$ cat src/rtl/ram_arbiter_if.sv
// Requester and RAM-side signals of the data RAM arbiter.
// The master view is the arbiter; the slave view is the requesters plus the RAM.
interface ram_arbiter_if #(
  parameter int ADDR_W = 12,
  parameter int DATA_W = 8
) ();
  logic              cpu_req;
  logic              cpu_we;
  logic [ADDR_W-1:0] cpu_addr;
  logic [DATA_W-1:0] cpu_w_data;
  logic              cpu_gnt;
  logic              cpu_r_valid;
  logic [DATA_W-1:0] cpu_r_data;

  logic              aux_req;
  logic              aux_we;
  logic [ADDR_W-1:0] aux_addr;
  logic [DATA_W-1:0] aux_w_data;
  logic              aux_gnt;
  logic              aux_r_valid;
  logic [DATA_W-1:0] aux_r_data;

  logic [ADDR_W-1:0] ram_addr;
  logic              ram_w_enable;
  logic [DATA_W-1:0] ram_w_data;
  logic [DATA_W-1:0] ram_r_data;

  modport master (
    input  cpu_req, cpu_we, cpu_addr, cpu_w_data,
    output cpu_gnt, cpu_r_valid, cpu_r_data,
    input  aux_req, aux_we, aux_addr, aux_w_data,
    output aux_gnt, aux_r_valid, aux_r_data,
    output ram_addr, ram_w_enable, ram_w_data,
    input  ram_r_data
  );

  modport slave (
    output cpu_req, cpu_we, cpu_addr, cpu_w_data,
    input  cpu_gnt, cpu_r_valid, cpu_r_data,
    output aux_req, aux_we, aux_addr, aux_w_data,
    input  aux_gnt, aux_r_valid, aux_r_data,
    input  ram_addr, ram_w_enable, ram_w_data,
    output ram_r_data
  );
endinterface

$ cat src/rtl/ram_arbiter.sv
// Shares the single-port data RAM between the CPU path and an auxiliary master.
// The CPU has fixed priority; a saturating starvation counter forces an aux grant.
module ram_arbiter #(
  parameter int ADDR_W       = 12,
  parameter int DATA_W       = 8,
  parameter int STARVE_LIMIT = 4
) (
  input logic          clk,
  input logic          rst,
  ram_arbiter_if.master bus
);

  localparam int              CNT_W = $clog2(STARVE_LIMIT + 1);
  localparam logic [CNT_W-1:0] LIMIT = CNT_W'(STARVE_LIMIT);

  logic [CNT_W-1:0]  starve_q, starve_d;
  logic              cpu_pend_q, cpu_pend_d;
  logic              aux_pend_q, aux_pend_d;
  logic [ADDR_W-1:0] addr_q, addr_d;
  logic [DATA_W-1:0] wdata_q, wdata_d;
  logic [DATA_W-1:0] cpu_rdata_q, aux_rdata_q;

  logic cpu_gnt, aux_gnt, w_en;
  logic cpu_rvld, aux_rvld;

  function automatic logic [CNT_W-1:0] sat_inc(input logic [CNT_W-1:0] v);
    return (v == LIMIT) ? v : v + 1'b1;
  endfunction

  // Grant decision and RAM-side mux; everything forced quiet while in reset.
  always_comb begin
    cpu_gnt = 1'b0;
    aux_gnt = 1'b0;
    if (!rst) begin
      if (bus.cpu_req && bus.aux_req) begin
        if (starve_q == LIMIT) aux_gnt = 1'b1;
        else                   cpu_gnt = 1'b1;
      end else if (bus.cpu_req) begin
        cpu_gnt = 1'b1;
      end else if (bus.aux_req) begin
        aux_gnt = 1'b1;
      end
    end

    addr_d  = addr_q;
    wdata_d = wdata_q;
    w_en    = 1'b0;
    if (rst) begin
      addr_d  = '0;
      wdata_d = '0;
    end else if (cpu_gnt) begin
      addr_d  = bus.cpu_addr;
      wdata_d = bus.cpu_w_data;
      w_en    = bus.cpu_we;
    end else if (aux_gnt) begin
      addr_d  = bus.aux_addr;
      wdata_d = bus.aux_w_data;
      w_en    = bus.aux_we;
    end

    cpu_pend_d = cpu_gnt & ~bus.cpu_we;
    aux_pend_d = aux_gnt & ~bus.aux_we;

    starve_d = starve_q;
    if (aux_gnt || !bus.aux_req) starve_d = '0;
    else if (cpu_gnt)            starve_d = sat_inc(starve_q);
  end

  assign cpu_rvld = cpu_pend_q & ~rst;
  assign aux_rvld = aux_pend_q & ~rst;

  assign bus.cpu_gnt      = cpu_gnt;
  assign bus.aux_gnt      = aux_gnt;
  assign bus.ram_addr     = addr_d;
  assign bus.ram_w_data   = wdata_d;
  assign bus.ram_w_enable = w_en;
  assign bus.cpu_r_valid  = cpu_rvld;
  assign bus.aux_r_valid  = aux_rvld;
  // Read data is bypassed in the valid cycle so it appears together with r_valid.
  assign bus.cpu_r_data   = rst ? '0 : (cpu_rvld ? bus.ram_r_data : cpu_rdata_q);
  assign bus.aux_r_data   = rst ? '0 : (aux_rvld ? bus.ram_r_data : aux_rdata_q);

  always_ff @(posedge clk) begin
    if (rst) begin
      starve_q    <= '0;
      cpu_pend_q  <= 1'b0;
      aux_pend_q  <= 1'b0;
      addr_q      <= '0;
      wdata_q     <= '0;
      cpu_rdata_q <= '0;
      aux_rdata_q <= '0;
    end else begin
      starve_q   <= starve_d;
      cpu_pend_q <= cpu_pend_d;
      aux_pend_q <= aux_pend_d;
      addr_q     <= addr_d;
      wdata_q    <= wdata_d;
      if (cpu_rvld) cpu_rdata_q <= bus.ram_r_data;
      if (aux_rvld) aux_rdata_q <= bus.ram_r_data;
    end
  end

endmodule

$ cat src/flat_wrapper.sv
// flat-port wrapper written by rule: the top's interface ports become plain ports
module ram_arbiter_flat 
#(
  parameter int ADDR_W       = 12,
  parameter int DATA_W       = 8,
  parameter int STARVE_LIMIT = 4
)
  (clk, rst, bus_cpu_req, bus_cpu_we, bus_cpu_addr, bus_cpu_w_data, bus_cpu_gnt, bus_cpu_r_valid, bus_cpu_r_data, bus_aux_req, bus_aux_we, bus_aux_addr, bus_aux_w_data, bus_aux_gnt, bus_aux_r_valid, bus_aux_r_data, bus_ram_addr, bus_ram_w_enable, bus_ram_w_data, bus_ram_r_data);
  ram_arbiter_if #(.ADDR_W(ADDR_W), .DATA_W(DATA_W)) bus_i ();
  input logic clk;
  input logic rst;
  input wire logic [$bits(bus_i.cpu_req)-1:0] bus_cpu_req;
  input wire logic [$bits(bus_i.cpu_we)-1:0] bus_cpu_we;
  input wire logic [$bits(bus_i.cpu_addr)-1:0] bus_cpu_addr;
  input wire logic [$bits(bus_i.cpu_w_data)-1:0] bus_cpu_w_data;
  output wire logic [$bits(bus_i.cpu_gnt)-1:0] bus_cpu_gnt;
  output wire logic [$bits(bus_i.cpu_r_valid)-1:0] bus_cpu_r_valid;
  output wire logic [$bits(bus_i.cpu_r_data)-1:0] bus_cpu_r_data;
  input wire logic [$bits(bus_i.aux_req)-1:0] bus_aux_req;
  input wire logic [$bits(bus_i.aux_we)-1:0] bus_aux_we;
  input wire logic [$bits(bus_i.aux_addr)-1:0] bus_aux_addr;
  input wire logic [$bits(bus_i.aux_w_data)-1:0] bus_aux_w_data;
  output wire logic [$bits(bus_i.aux_gnt)-1:0] bus_aux_gnt;
  output wire logic [$bits(bus_i.aux_r_valid)-1:0] bus_aux_r_valid;
  output wire logic [$bits(bus_i.aux_r_data)-1:0] bus_aux_r_data;
  output wire logic [$bits(bus_i.ram_addr)-1:0] bus_ram_addr;
  output wire logic [$bits(bus_i.ram_w_enable)-1:0] bus_ram_w_enable;
  output wire logic [$bits(bus_i.ram_w_data)-1:0] bus_ram_w_data;
  input wire logic [$bits(bus_i.ram_r_data)-1:0] bus_ram_r_data;
  assign bus_i.cpu_req = bus_cpu_req;
  assign bus_i.cpu_we = bus_cpu_we;
  assign bus_i.cpu_addr = bus_cpu_addr;
  assign bus_i.cpu_w_data = bus_cpu_w_data;
  assign bus_cpu_gnt = bus_i.cpu_gnt;
  assign bus_cpu_r_valid = bus_i.cpu_r_valid;
  assign bus_cpu_r_data = bus_i.cpu_r_data;
  assign bus_i.aux_req = bus_aux_req;
  assign bus_i.aux_we = bus_aux_we;
  assign bus_i.aux_addr = bus_aux_addr;
  assign bus_i.aux_w_data = bus_aux_w_data;
  assign bus_aux_gnt = bus_i.aux_gnt;
  assign bus_aux_r_valid = bus_i.aux_r_valid;
  assign bus_aux_r_data = bus_i.aux_r_data;
  assign bus_ram_addr = bus_i.ram_addr;
  assign bus_ram_w_enable = bus_i.ram_w_enable;
  assign bus_ram_w_data = bus_i.ram_w_data;
  assign bus_i.ram_r_data = bus_ram_r_data;
  ram_arbiter #(.ADDR_W(ADDR_W), .DATA_W(DATA_W), .STARVE_LIMIT(STARVE_LIMIT)) u_core (.clk(clk), .rst(rst), .bus(bus_i));
endmodule
$ cat config.mk
export PLATFORM = sky130hd
export DESIGN_NAME = ram_arbiter_flat
export DESIGN_NICKNAME = d
export VERILOG_FILES = /design/src/rtl/ram_arbiter_if.sv /design/src/rtl/ram_arbiter.sv /design/src/flat_wrapper.sv
export SDC_FILE = /design/constraint.sdc
export NUM_CORES = 1
export LEC_CHECK = 0
export CORE_ASPECT_RATIO = 0.75
export CORE_MARGIN = 2
export CORE_UTILIZATION = 38
export CTS_CLUSTER_SIZE = 10
export DETAILED_ROUTE_END_ITERATION = 8
export PLACE_DENSITY = 0.77
export REMOVE_ABC_BUFFERS = 1
export SYNTH_ARGS = -nofsm -noshare
export SYNTH_HDL_FRONTEND = slang
export SYNTH_SLANG_ARGS = --single-unit
$ cat constraint.sdc
create_clock -name clk -period 1.4 [get_ports clk]
set_input_delay 0.28 -clock clk [delete_from_list [all_inputs] [get_ports clk]]
set_output_delay 0.28 -clock clk [all_outputs]
set_load 0.005 [all_outputs]
==> flow_results.org <==
** Clock network
- Max Root-Sink Buffers :: 2
- Worst-path clk slew :: 0.08 ns
- Root buf cell :: clkbuf_8
- Cts bufs inserted :: 5
- Clk sinks :: 41
- Deepest level of the CTS H-tree :: 2
- Clock network latency to the later pin of the worst-skew pair :: 0.29 ns
- After clock tree synthesis, the flow added hold-fix buffers numbering 0.
- Clock tree from TritonCTS :: done

** Logic synthesis
- Of the synthesized area, sequential elements account for 0.386.
- Total number of yosys warnings :: 0
- After synthesis the netlist holds a flip-flop and latch count of 41.
- Counting every instance in the synthesized netlist gives 222.
- Dividing the synthesized area by the synthesized cell count gives 9.58 um^2.
- Synth Cell Area :: 2130 um^2
- Count of different cell masters after synthesis :: 25

** Route
- Detailed-route wire length :: 7.09 mm
- The first TritonRoute pass finished after 4 iterations.
- Routed WL per cell :: 15.7 um
- Via density per instance :: 5.17
- Starting DRC count in detailed routing :: 99
- After detailed routing, the number of remaining DRC violations is 0.
- The detail route stage leaves a number of antenna-violating nets equal to 0.
- Total number of vias :: 2333

** Global routing
- The initial antenna violation count is 0.
- Across every metal layer, demand over resource in global routing totals 0.231.
- Wire length of the first global-routing pass :: 11.5 mm
- The number of global-route vias before repair is 2282.
- For this run the aggregate overflow at the end of global routing stands at 0.
- Entering global routing, the biggest net connects 29 pins.

** Critical path
- Setup slack on the worst reg-to-reg path comes out at 0.04 ns.
- Of all nets on the critical path, the largest fanout is 4.
- Sort of element at the start of the critical path :: register
- Worst flop-to-flop path endpoint :: u_core.addr_q[0]$_SDFF_PP0_
- Kind of capture point of the worst setup path :: output port
- The setup path with the least slack is of type reg -> out.
- The startpoint identified for the worst register-to-register timing path is u_core.starve_q[0]$_SDFFE_PP0P_.
- STA puts the critical path data arrival time at 1.81 ns.
- Data on the critical path is required at its endpoint by 1.12 ns.
- Cells on worst reg2reg path :: 6

** Cells and area
- After the last flow step, the layout net total stands at 431.
- The area growth from synthesis to layout is 89.4%.
- Antenna Diode Count :: 0
- Excluding fillers, the count of instances in the completed layout stands at 451.
- Cell area after layout :: 4030 um^2
- Fraction of final layout cells with drive strength greater than 1 :: 0.465

** Run status
- The checks that failed: negative setup slack.
- Outcome :: finished, violations left

** Power and ir drop
- The analysis attributes to net switching a power of 777 uW.
- Relative contribution of the clock network to total power :: 0.364
- Power density cells :: 787 nW/um^2
- Maximum ir drop on the vdd rail :: 475 uV
- Switching share of power :: 0.245
- Static leakage power :: 1.74 nW
- Proportion of power drawn by flip-flops and latches :: 0.390
- Internal power of the cells :: 2.39 mW
- Combinational fraction of design power :: 0.246

** Placement
- Buffers on Ports :: 94
- At the end of routability-driven placement, the weighted congestion stood at 0.712.
- HPWL after DPL :: 4.22 mm
- Including well taps, the total number of placed cells is 418.
- Once placement finished, the instance area stood at 3460 um^2.
- Pre-CTS setup slack :: -0.775 ns

** Die
- The die is 90.4 um wide.
- In this run the count of I/O pins placed on the die edge is 95.
- In this run the vertical extent of the chip is 68.8 um.
- Initial core utilization :: 0.395
- Area inside the core boundary :: 5380 um^2
- Area of the die :: 6210 um^2
- The floorplan has 23 rows.

** Timing
- Highest clock rate :: 479 MHz
- Worst Max-Slew Pin Slew :: 0.323 ns
- Setup repair after global routing could not meet its margin everywhere.
- The final max-slew violation count was 0.
- Of the available clock period, the critical path in the final layout requires 1.49.
- Worst slew margin relative to its limit :: 0.785
- Setup-failing EPs final :: 40
- Across all setup checks in the final design, the least slack found is -0.686 ns.
- The count of final hold-check violations was 0.
- Clock Skew :: 0.0110 ns
- For the finished layout, the period the worst path requires is 2.09 ns.

** Hold path
- The worst hold path begins at rst.
- Along the worst hold path, the cell count comes to 3.
- The worst hold path belongs to the class in -> reg.
- Hold endpoint :: u_core.aux_rdata_q[3]$_DFF_P_

** Run
- Number of max-capacitance violations reported :: 0
## cells in the final DEF, fill, tap and decap left out, types with 13 or more instances in the layout
cell             count
a311oi_2            13
a311oi_1            27
mux2i_1             16
buf_6               21
buf_2               38
nor2_1              18
nor2b_1             18
dfxtp_1             37
inv_1               21
buf_4               51
clkdlybuf4s50_1     50
## what timing repair did
| action | CTS | global route |
|---|---|---|
| cloned | 2 | 0 |
| setup buffers | 26 | 7 |
| pin swaps | 13 | 11 |
| resized for setup | 212 | 30 |
| setup endpoints to repair | 56 | 53 |
## per-layer routing
metal | share of wire | global-route usage | up-vias
met5 | 0 | 0 | -
met4 | 0.0068 | 0.0519 | 0
met3 | 0.036 | 0.0478 | 6
met2 | 0.51 | 0.418 | 56
met1 | 0.44 | 0.290 | 1129
li1 | - | - | 1142
## cell type report
class                           instances  area [um^2]
Clock inverter                          3         68.8
Sequential cell                        41          831
Multi-Input combinational cell        132         1410
Timing Repair Buffer                  172         1470
Clock buffer                            5         68.8
Fill cell                             373         1360
Tap cell                               75         93.8
Inverter                               23         86.3
## power groups by stage
stage,Clock (mW),Sequential [mW],Combinational (mW)
global placement,0,1.26,0.648
CTS,1.18,1.24,0.746
detailed placement,0,1.26,0.660
floorplan,0,1.26,0.187
finish,1.15,1.24,0.779
global route,1.22,1.24,0.839
## stage by stage
stage / hold slack (ns) / setup TNS (ns) / total power, mW / utilization
floorplan: 0.352 / -11.65 / 1.45 / -
global placement: 0.495 / -20.47 / 1.91 / 0.644
detailed placement: 0.498 / -21.62 / 1.92 / 0.644
CTS: 0.385 / -15.47 / 3.16 / 0.745
global route: 0.483 / -17.42 / 3.30 / 0.748
finish: 0.495 / -14.36 / 3.17 / 0.748
## worst max-delay path, stage by stage (launching register included)
cell and delay (ns):
dfxtp_2 0.34, inv_2 0.05, ha_4 0.16, buf_4 0.14, and3_4 0.19, nor3_4 0.15
buf_4 0.14, buf_4 0.10, a22o_1 0.13, buf_2 0.12
## registers in the layout, indices dropped and copies added, names as in the netlist
register and count:
u_core.aux_rdata_q 8, u_core.cpu_pend_q 1, u_core.aux_pend_q 1, u_core.wdata_q 8
u_core.starve_q 3, u_core.cpu_rdata_q 8, u_core.addr_q 12
## cell usage after synthesis
cell type	n	area [um^2]
clkbuf_1	7	26.3
or2b_1	1	7.51
nand2_1	1	3.75
buf_1	3	11.3
and2_1	2	12.5
a221oi_1	15	131
mux2i_1	17	170
a21oi_1	2	10.0
inv_1	23	86.3
a221oi_2	5	75.1
a311oi_1	40	350
nand3b_1	1	7.51
a22o_1	1	8.76
buf_2	7	35.0
dfxtp_1	41	821
buf_4	2	15.0
and3_1	1	6.26
and2b_1	3	22.5
nor4_1	1	6.26
nor2b_1	20	125
ha_1	2	25.0
nand3_4	1	17.5
nor2_1	18	67.6
nor3_1	1	5.00
buf_6	7	78.8
## worst max path at each step
stage | start | end | depth (start not counted)
2_1_floorplan | u_core.starve_q[0]$_SDFFE_PP0P_ | bus_ram_addr[0] | 5
3_3_place_gp | u_core.starve_q[0]$_SDFFE_PP0P_ | bus_ram_addr[3] | 7
3_5_place_dp | u_core.starve_q[0]$_SDFFE_PP0P_ | bus_ram_w_enable | 7
4_1_cts | u_core.starve_q[1]$_SDFFE_PP0P_ | bus_ram_w_enable | 9
5_1_grt | u_core.starve_q[0]$_SDFFE_PP0P_ | bus_ram_w_enable | 9
6_report | u_core.starve_q[0]$_SDFFE_PP0P_ | bus_ram_w_enable | 9
## cells by family (layout without fill, tap and decap cells)
family,Yosys count,count (layout),synth area share
AOI/OAI and AO/OA,63,63,0.271
and+or+nand+nor,50,50,0.132
buffers and inverters,49,203,0.119
DFF,41,41,0.386
muxes,17,17,0.0800
adders and majority gates,2,2,0.0118
No activity file was read; power rests on OpenSTA's default activity.
